## src/rtl/param_fetch.vh

```
`ifndef PARAM_FETCH_VH
`define PARAM_FETCH_VH
`define FETCH_ST_BOOT 2'd0
`define FETCH_ST_RUN  2'd1
`define FETCH_ST_HALT 2'd2
`endif

```

## src/rtl/param_pc_mux.vh

```
`ifndef PARAM_PC_MUX_VH
`define PARAM_PC_MUX_VH
`define SEL_PC_WIDTH 2
`define SEL_PC_ADD4  2'd0
`define SEL_PC_JAL   2'd1
`define SEL_PC_JALR  2'd2
`endif

```

## src/rtl/fetch_unit_pkg.sv

```systemverilog
// Shared encodings and buffer entry type for the instruction fetch stage.
`include "param_pc_mux.vh"
`include "param_fetch.vh"
package fetch_unit_pkg;
  localparam int SEL_W = `SEL_PC_WIDTH;
  localparam logic [SEL_W-1:0] SEL_ADD4 = `SEL_PC_ADD4;
  localparam logic [SEL_W-1:0] SEL_JAL  = `SEL_PC_JAL;
  localparam logic [SEL_W-1:0] SEL_JALR = `SEL_PC_JALR;

  typedef enum logic [1:0] {
    ST_BOOT = `FETCH_ST_BOOT,
    ST_RUN  = `FETCH_ST_RUN,
    ST_HALT = `FETCH_ST_HALT
  } fetch_state_e;

  typedef struct packed {
    logic [31:0] pc;
    logic [31:0] word;
  } code_ent_t;

  function automatic logic [31:0] word_align(input logic [31:0] a);
    return a & 32'hFFFF_FFFC;
  endfunction
endpackage

```

## src/rtl/fetch_fifo.sv

```systemverilog
// Synchronous FIFO with flush; head entry is presented combinationally.
// A push while full is accepted only together with a pop in the same cycle.
module fetch_fifo #(
  parameter int W     = 32,
  parameter int DEPTH = 2,
  localparam int AW   = $clog2(DEPTH),
  localparam int CW   = AW + 1
) (
  input  logic          clk,
  input  logic          rst_n,
  input  logic          clr_i,
  input  logic          push_i,
  input  logic [W-1:0]  push_dat_i,
  input  logic          pop_i,
  output logic [W-1:0]  pop_dat_o,
  output logic          full_o,
  output logic          empty_o,
  output logic [CW-1:0] count_o
);
  logic [W-1:0]  mem_q [DEPTH];
  logic [AW-1:0] rd_q, wr_q;
  logic [CW-1:0] cnt_q;
  logic          do_pop, do_push;

  assign empty_o   = (cnt_q == '0);
  assign full_o    = (cnt_q == CW'(DEPTH));
  assign do_pop    = pop_i && !empty_o;
  assign do_push   = push_i && (!full_o || do_pop);
  assign pop_dat_o = mem_q[rd_q];
  assign count_o   = cnt_q;

  always_ff @(posedge clk or negedge rst_n) begin
    if (!rst_n) begin
      rd_q  <= '0;
      wr_q  <= '0;
      cnt_q <= '0;
      for (int i = 0; i < DEPTH; i++) mem_q[i] <= '0;
    end else if (clr_i) begin
      rd_q  <= '0;
      wr_q  <= '0;
      cnt_q <= '0;
    end else begin
      assert (!(push_i && full_o && !do_pop));
      if (do_push) begin
        mem_q[wr_q] <= push_dat_i;
        wr_q        <= wr_q + AW'(1);
      end
      if (do_pop) rd_q <= rd_q + AW'(1);
      cnt_q <= cnt_q + CW'(do_push) - CW'(do_pop);
    end
  end
endmodule

```

## src/rtl/fetch_unit.sv

```systemverilog
// Instruction fetch: owns the PC, requests imem words under a credit limit,
// buffers them toward decode and resolves redirects when the redirecting word is consumed.
module fetch_unit
  import fetch_unit_pkg::*;
#(
  parameter logic [31:0] RESET_PC  = 32'h0000_0000,
  parameter int          BUF_DEPTH = 2
) (
  input  logic             clk,
  input  logic             rst_n,
  output logic             imem_req_valid,
  input  logic             imem_req_ready,
  output logic [31:0]      imem_addr,
  input  logic             imem_rsp_valid,
  input  logic [31:0]      imem_rsp_data,
  output logic             code_valid,
  input  logic             code_ready,
  output logic [31:0]      code,
  output logic [31:0]      code_pc,
  input  logic [SEL_W-1:0] pc_sel,
  input  logic [31:0]      imm,
  input  logic [31:0]      rs1_data,
  input  logic             br_taken,
  input  logic             halt,
  output logic             misalign_err
);
  localparam int CW = $clog2(BUF_DEPTH) + 1;

  fetch_state_e  state_q, state_d;
  logic [31:0]   pc_q, pc_d;
  logic [CW-1:0] discard_q, discard_d;
  logic          hold_q, hold_d;
  logic          misalign_q, misalign_d;

  code_ent_t     buf_in, buf_head;
  logic          buf_empty, buf_full, buf_push;
  logic [CW-1:0] buf_cnt;
  logic [31:0]   pcf_head;
  logic          pcf_empty, pcf_full;
  logic [CW-1:0] pcf_cnt;

  logic          accept, consume, redirect, credit_ok;
  logic [31:0]   target;
  logic [CW-1:0] inflight_nxt;

  // Credits count in-flight words (including ones to be discarded) plus buffered words.
  assign credit_ok      = ({1'b0, pcf_cnt} + {1'b0, buf_cnt}) < (CW+1)'(BUF_DEPTH);
  assign imem_req_valid = hold_q || (state_q == ST_RUN && credit_ok);
  assign imem_addr      = pc_q;
  assign accept         = imem_req_valid && imem_req_ready;
  assign consume        = code_valid && code_ready;
  assign code_valid     = !buf_empty;
  assign code           = buf_head.word;
  assign code_pc        = buf_head.pc;
  assign misalign_err   = misalign_q;
  assign inflight_nxt   = pcf_cnt + CW'(accept) - CW'(imem_rsp_valid);
  assign buf_push       = imem_rsp_valid && (discard_q == '0) && !redirect;
  assign buf_in         = '{pc: pcf_head, word: imem_rsp_data};

  always_comb begin
    redirect = 1'b0;
    target   = code_pc + imm;
    if (consume) begin
      case (pc_sel)
        SEL_JAL:  redirect = 1'b1;
        SEL_JALR: begin
          redirect = 1'b1;
          target   = (rs1_data + imm) & 32'hFFFF_FFFE;
        end
        SEL_ADD4: redirect = br_taken;
        default:  redirect = 1'b0;
      endcase
    end
  end

  always_comb begin
    state_d    = state_q;
    pc_d       = pc_q;
    discard_d  = discard_q;
    hold_d     = imem_req_valid && !imem_req_ready && !redirect;
    misalign_d = redirect && target[1];
    case (state_q)
      ST_BOOT: state_d = ST_RUN;
      ST_RUN:  if (halt) state_d = ST_HALT;
      ST_HALT: if (!halt) state_d = ST_RUN;
      default: state_d = ST_BOOT;
    endcase
    if (accept) pc_d = pc_q + 32'd4;
    // Everything still in flight after this edge, including a same-cycle accept, is stale.
    if (redirect) begin
      pc_d      = word_align(target);
      discard_d = inflight_nxt;
    end else if (imem_rsp_valid && discard_q != '0) begin
      discard_d = discard_q - CW'(1);
    end
  end

  always_ff @(posedge clk or negedge rst_n) begin
    if (!rst_n) begin
      state_q    <= ST_BOOT;
      pc_q       <= RESET_PC;
      discard_q  <= '0;
      hold_q     <= 1'b0;
      misalign_q <= 1'b0;
    end else begin
      assert (!(accept && pcf_full));
      assert (!(imem_rsp_valid && pcf_empty));
      assert (!(buf_push && buf_full && !consume));
      state_q    <= state_d;
      pc_q       <= pc_d;
      discard_q  <= discard_d;
      hold_q     <= hold_d;
      misalign_q <= misalign_d;
    end
  end

  fetch_fifo #(.W(64), .DEPTH(BUF_DEPTH)) u_code_buf (
    .clk        (clk),
    .rst_n      (rst_n),
    .clr_i      (redirect),
    .push_i     (buf_push),
    .push_dat_i (buf_in),
    .pop_i      (consume),
    .pop_dat_o  (buf_head),
    .full_o     (buf_full),
    .empty_o    (buf_empty),
    .count_o    (buf_cnt)
  );

  fetch_fifo #(.W(32), .DEPTH(BUF_DEPTH)) u_pc_fifo (
    .clk        (clk),
    .rst_n      (rst_n),
    .clr_i      (1'b0),
    .push_i     (accept),
    .push_dat_i (pc_q),
    .pop_i      (imem_rsp_valid),
    .pop_dat_o  (pcf_head),
    .full_o     (pcf_full),
    .empty_o    (pcf_empty),
    .count_o    (pcf_cnt)
  );
endmodule
```

## config.mk

```make
export PLATFORM = sky130hd
export DESIGN_NAME = fetch_unit
export DESIGN_NICKNAME = d
export VERILOG_FILES = /design/src/rtl/fetch_unit_pkg.sv /design/src/rtl/fetch_fifo.sv /design/src/rtl/fetch_unit.sv
export VERILOG_INCLUDE_DIRS = /design/src /design/src/rtl
export SDC_FILE = /design/constraint.sdc
export NUM_CORES = 1
export LEC_CHECK = 0
export CELL_PAD_IN_SITES_DETAIL_PLACEMENT = 1
export CELL_PAD_IN_SITES_GLOBAL_PLACEMENT = 1
export CORE_MARGIN = 5
export CORE_UTILIZATION = 51
export CTS_CLUSTER_DIAMETER = 150
export CTS_CLUSTER_SIZE = 12
export DETAILED_ROUTE_END_ITERATION = 8
export DONT_BUFFER_PORTS = 1
export GPL_TIMING_DRIVEN = 0
export HOLD_SLACK_MARGIN = 0.15
export PLACE_DENSITY = 0.89
export SETUP_SLACK_MARGIN = 0.3
export SLEW_MARGIN = 20
export SYNTH_ARGS = -nofsm -noshare
export SYNTH_HDL_FRONTEND = slang
export SYNTH_SLANG_ARGS = --single-unit
```

## constraint.sdc

```tcl
create_clock -name clk -period 5.1 [get_ports clk]
set_input_delay 0.51 -clock clk [delete_from_list [all_inputs] [get_ports clk]]
set_output_delay 0.51 -clock clk [all_outputs]
set_load 0.02 [all_outputs]
```

==> out/results.ini, run 1 <==
[status]
status = finished with violations
violations = hold timing

[synth]
synth_edf_count = 0
synth_area_per_cell_um2 = 10.53
yosysSeqAreaShare_pct = 42.70
synth_top_cell_by_area = dfrtp_1
netlist_area_um2 = 13360
synthCells = 1269
synth_cell_types = 67
synth-seq-cells = 228
ys_warn_count = 0
post-synth-top-count-cell = dfrtp_1
postSynth.asyncResetShare_pct = 100.0
synth.area.top_cells = dfrtp_1 43%, mux2_2 16%, ha_1 6.6%, xnor2_1 3.3%, a21oi_1 3.3%
synth_top_area_share_pct = 42.70
ys.flop_type = dfrtp_1
synth_common_cells = 228 x dfrtp_1, 185 x mux2_2, 103 x nand2_1

[hold_path]
hold_class = primary input to asynchronous set/reset pin

[layout]
antenna_cells = 0
synthToLayoutAreaGrowth_pct = 8.916
seq_area_um2 = 5705
final_area_um2 = 14550
nFillCells = 2801
fin_nets = 1491
multiInputGateArea_um2 = 7251
fin_cells = 1648
utilization_pct = 56.16
layout-drive-gt1-share_pct = 18.74

[job]
cap_viol_max_count = 0

[critical_path]
critPathMaxFanout = 10
crit_required_ns = 5.48
ff2ff_path_depth = 13
reg2reg_to = imem_addr[26]
end_kind = register
critical_path_class = register to register
critPathArrivalTime_ns = 4.78
timing.rr.start = u_code_buf.rd_q
r2r_slack_ns = 0.70
startpoint_type = register

[cts]
cts_sinks = 228
postCtsSetupRepairBufs = 0
clk_pin_slew_ns = 0.07
cts_buffer_depth = 3
cts_max_level = 1
cts_root_buf = clkbuf_16
cts_tree = done
clk_latency_ns = 0.51
numCtsBuffers = 22

[timing]
worst_pin_slew_ns = 0.9335
fin_ws_ns = 0.6976
tns_ns = 0
relSlewSlack_pct = 37.77
fmax_mhz = 227.1
final_hold_viol_count = 228
setup_viol = 0
grt_setup_unrepaired = false
final.setup_skew_ns = 0.01210
hold_slack_ns = -0.3056
period_needed_ns = 4.402
period_share_pct = 86.32
slew_viol_final = 0

[die]
die_h_um = 171.9
initial_core_util_pct = 51.56
ios = 204
die-area_um2 = 29530
die_w_um = 171.9
rows = 59
core_area_um2 = 25910

[power_and_ir_drop]
power_leakage_nw = 6.467
power_density_nw_per_um2 = 704.9
finalPower_mw = 10.26
ir_drop_uv = 344.5

[place]
dp_hpwl_mm = 31.47
io_buffers = 0
gp_congestion = 0.9181
dp_cells = 1607
dp_worst_setup_slack_ns = 0.1572
place_area_um2 = 13790

[routing]
vias = 10358
viasPerCell = 6.285
drc = 0
routed_wl_mm = 42.52
antenna_left = 0
drtIter0Drc = 689
wl_per_cell_um = 25.80
drt_first_pass_iters = 6

[global_route]
grt_max_degree = 229
antenna_found_initial = 1
grt-ovfl-total = 0
grt_pass1_wl_mm = 65.58
track_usage_pct = 28.42
grt_pass1_vias = 11554

[logic make-up after synthesis]
family	Yosys count	share of synthesized area, %
compound gates	285	13.78
xor+xnor	91	5.966
fa+ha+maj	72	6.855
buf+inv	103	3.109
flops	228	42.70
mux	220	18.22
other cells	1	0.02807
simple gates	269	9.346
[cell usage in the layout, fill, tap and decap left out, types with 5 or more instances in the layout]
cell type / count
dfrtp_1: 228
mux2_2: 185
nand2_1: 103
a21oi_1: 87
o21ai_0: 79
ha_1: 70
nor2_1: 68
xnor2_1: 50
clkbuf_1: 46
xor2_1: 41
inv_1: 35
mux2i_1: 35
a21o_1: 27
nand3_1: 24
clkbuf_16: 23
dlygate4sd3_1: 18
nand4_1: 14
and3_1: 12
nor2b_1: 11
buf_2: 11
a31oi_1: 11
o21bai_1: 10
o211ai_1: 10
o21a_1: 7
a211oi_1: 7
nor3_1: 7
and4_1: 6
nand2b_1: 5
[timing repair]
action                                  4_1_cts  5_1_grt
hold buffers                                 16        2
endpoints found under the setup margin       11        9
endpoints found under the hold margin       251      230
gates resized for setup                       2        4
[cell type report]
| class | count | share of cell area [%] |
|---|---|---|
| plain buffers | 68 | 1.986 |
| clock buffers | 23 | 3.955 |
| inverters | 35 | 0.9028 |
| multi-input cells | 941 | 49.83 |
| flip-flops and latches | 228 | 39.21 |
| well taps | 335 | 2.880 |
| repair buffers | 18 | 1.238 |
[how the worst max path moves through the flow]
stage / startpoint / to / slack, ns / cells after the start
5_1_grt: u_code_buf.rd_q / imem_addr[26] / 0.41 / 12
3_3_place_gp: u_code_buf.rd_q / imem_addr[26] / 0.13 / 13
3_5_place_dp: u_code_buf.rd_q / imem_addr[26] / 0.16 / 13
2_1_floorplan: u_code_buf.rd_q / imem_addr[28] / 1.32 / 13
4_1_cts: u_code_buf.rd_q / imem_addr[26] / 0.32 / 13
6_report: u_code_buf.rd_q / imem_addr[26] / 0.70 / 13
[routing by layer]
metal  part of all wire (%)  track usage [%]  up-vias
li1                       -                -     4612
met1                     40            34.07     5230
met2                     48            48.86      391
met3                    7.7            7.430      123
met4                    4.3            11.62        2
met5                  0.031                0        -
[sequential cells by signal, summed over array words and instances (netlist names)]
register	count
misalign_err	1
u_pc_fifo.mem_q	60
u_pc_fifo.wr_q	1
u_code_buf.rd_q	1
imem_addr	30
u_code_buf.count_o	2
u_pc_fifo.count_o	2
u_pc_fifo.rd_q	1
hold_q	1
u_code_buf.wr_q	1
state_q	2
discard_q	2
u_code_buf.mem_q	124
[power breakdown]
part | internal, mW | switching [mW] | leakage, nW
Sequential | 2.67 | 0.889 | 2.76
Combinational | 2.12 | 3.12 | 3.42
Clock | 0.790 | 0.668 | 0.283
Total | 5.58 | 4.68 | 6.47
[worst max-delay path, cell delays in order, from the launching register on]
cell	delay, ns
dfrtp_1	0.32
clkbuf_2	0.27
clkbuf_2	0.40
mux2_2	0.50
ha_1	0.37
a211o_1	0.32
o32ai_1	0.50
nor3_1	0.18
a211o_1	0.45
nand3_1	0.15
nand3_1	0.15
a2111o_1	0.44
o221ai_1	0.11
nor3_2	0.10
No activity file was read; power rests on OpenSTA's default activity.
==> run 2: changes to the inputs <==
--- a/config.mk
+++ b/config.mk
@@ -16,7 +16,7 @@
 export DONT_BUFFER_PORTS = 1
 export GPL_TIMING_DRIVEN = 0
 export HOLD_SLACK_MARGIN = 0.15
-export PLACE_DENSITY = 0.89
+export PLACE_DENSITY_LB_ADDON = 0.1
 export SETUP_SLACK_MARGIN = 0.3
 export SLEW_MARGIN = 20
 export SYNTH_ARGS = -nofsm -noshare
==> out/results.ini, run 2 (synthesis results as in run 1) <==
[critical_path]
ff2ff_path_depth = 13  ; unchanged
cp_num_cells = 13  ; unchanged
end_kind = register
critPathSlowestCell = o32ai_1
path_delay_family = compound AO/OA/AOI/OAI gates
crit_chain = clkbuf_2 > clkbuf_2 > mux2_2 > ha_1 > a211o_1 > o32ai_1 > nor3_1 > a211o_1 > nand3_1 > nand3_1 > a2111o_1 > o221ai_1 > nor3_2
critPathMaxFanout = 10  ; unchanged
critPathMaxStageDelay_ns = 0.53  ; +0.03 ns
critical_path_class = register to register
startpoint_type = register
crit_required_ns = 5.47  ; about the same
cp_num_buf_inv = 2  ; unchanged
critPathArrivalTime_ns = 4.84  ; +0.06 ns

[timing]
fmax_mhz = 223.9  ; -1.4%
slew_viol_final = 0  ; unchanged
worst_pin_slew_ns = 0.8984  ; -0.03505 ns
setup_viol = 0  ; unchanged
period_needed_ns = 4.466  ; +0.06318 ns
hold_slack_ns = -0.2859  ; +0.01968 ns
period_share_pct = 87.56  ; +1.2 points
final_hold_viol_count = 228  ; unchanged
relSlewSlack_pct = 40.11  ; +2.3 points
final.setup_skew_ns = 0.009447  ; -0.002654 ns
tns_ns = 0  ; unchanged
grt_setup_unrepaired = false

[routing]
vias = 9913  ; -4.3%
drt_first_pass_iters = 4  ; -2
antenna_left = 0  ; unchanged
drtIter0Drc = 558  ; -19%
wl_per_cell_um = 23.85  ; -7.6%
drc = 0  ; unchanged
routed_wl_mm = 39.14  ; -8.0%
viasPerCell = 6.041  ; -3.9%

[cts]
cts_max_level = 1  ; unchanged
cts_buffer_depth = 3  ; unchanged
clk_latency_ns = 0.50  ; about the same
clk_pin_slew_ns = 0.06  ; about the same
cts_tree = done
cts_root_buf = clkbuf_16
cts_sinks = 228  ; unchanged
numCtsBuffers = 22  ; unchanged
postCtsSetupRepairBufs = 0  ; unchanged

[layout]
final_cell_mix = 228 x dfrtp_1, 185 x mux2_2, 103 x nand2_1
multiInputGateArea_um2 = 7251  ; unchanged
final_common_cell = dfrtp_1
synthToLayoutAreaGrowth_pct = 8.391
fin_nets = 1484  ; -0.47%
largest_reg_flops = 124  ; unchanged
antenna_cells = 0  ; unchanged
nFillCells = 2812  ; +0.39%
layout-drive-gt1-share_pct = 18.84  ; +0.10 points
seq_area_um2 = 5705  ; unchanged
fin_cells = 1641  ; -0.42%
top_register = u_code_buf.mem_q

[power_and_ir_drop]
power_leakage_nw = 6.438  ; -0.45%
ir_drop_uv = 389.4  ; +13%
finalPower_mw = 10.00  ; -2.5%
power_density_nw_per_um2 = 690.8  ; -2.0%

[global_route]
track_usage_pct = 26.20  ; -2.2 points
antenna_found_initial = 1  ; unchanged
grt-ovfl-total = 0  ; unchanged
grt_pass1_vias = 10772  ; -6.8%
grt_max_degree = 229  ; unchanged
grt_pass1_wl_mm = 60.87  ; -7.2%

[place]
io_buffers = 0  ; unchanged
dp_cells = 1607  ; unchanged
gp_congestion = 0.8824  ; -3.9%
dp_hpwl_mm = 29.45  ; -6.4%

[status]
status = finished with violations
violations = hold timing

[die]
die_w_um = 171.9  ; unchanged
initial_core_util_pct = 51.56  ; unchanged
ios = 204  ; unchanged
core_area_um2 = 25910  ; unchanged
die_h_um = 171.9  ; unchanged
die-area_um2 = 29530  ; unchanged
rows = 59  ; unchanged

[hold_path]
hold_class = primary input to asynchronous set/reset pin

[job]
cap_viol_max_count = 0  ; unchanged

[run 2: cell count changes in the layout (fill, tap and decap cells not counted)]
cell           delta
dlygate4sd3_1     -7
[run 2: final timing paths]
path,slack (ns),end,start
worst max-delay path,0.63,imem_addr[26],u_code_buf.rd_q
worst min-delay path,-0.29,u_code_buf.mem_q[90],rst_n
worst max register to register,0.63,imem_addr[26],u_code_buf.rd_q
worst min register to register,0.48,u_code_buf.mem_q[37],u_code_buf.mem_q[37]
max in group asynchronous,5.06,u_code_buf.mem_q[52],rst_n
min in group clk,0.17,u_code_buf.mem_q[19],imem_rsp_data[19]
[run 2: final cells by class]
type                       count  share of cell area [%]
clock buffer                  23                   3.974
multi-input combinational    941                   50.07
inverter                      35                  0.9072
tap                          335                   2.894
timing repair buffer          11                  0.7603
sequential                   228                   39.40
buffer                        68                   1.996
[run 2: through the flow]
step	util (%)	hold slack [ns]	setup WS [ns]	cell area [um^2]
final	55.89	-0.2859	0.6344	14480
after global routing	55.89	-0.3092	0.4626	14480
after CTS	55.72	-0.3038	0.3212	14440
after detailed placement	53.22	0.2236	0.2195	13790
after global placement	53.22	0.2243	0.2314	13790
after floorplan	-	0.2144	1.321	13370
[run 2: worst reg2reg max path: cells and delay by family, from the launching register on]
family | cells | cell delay, ns
compound gates | 5 | 1.86
fa+ha+maj | 1 | 0.37
mux | 1 | 0.50
simple gates | 4 | 0.55
buf+inv | 2 | 0.71
flops | 1 | 0.34
[run 2: timing repair]
item | in CTS | in global routing
cloned | 0 | 0
gates resized for setup | 1 | 6
setup endpoints to repair | 5 | 16
endpoints found under the hold margin | 237 | 232
hold buffers | 7 | 4
[run 2: layer usage]
metal  GRT usage, %  part of all wire, %
met3          5.556                  6.8
met1          34.24                   42
met2          45.26                   49
met5              0                0.033
met4          5.605                  2.0
[run 2: report_power, final]
part           switching (mW)  internal, mW  total, mW
Combinational            2.98          2.11       5.09
Sequential              0.818          2.67       3.49
Clock                   0.636         0.790       1.43
Total                    4.44          5.57       10.0
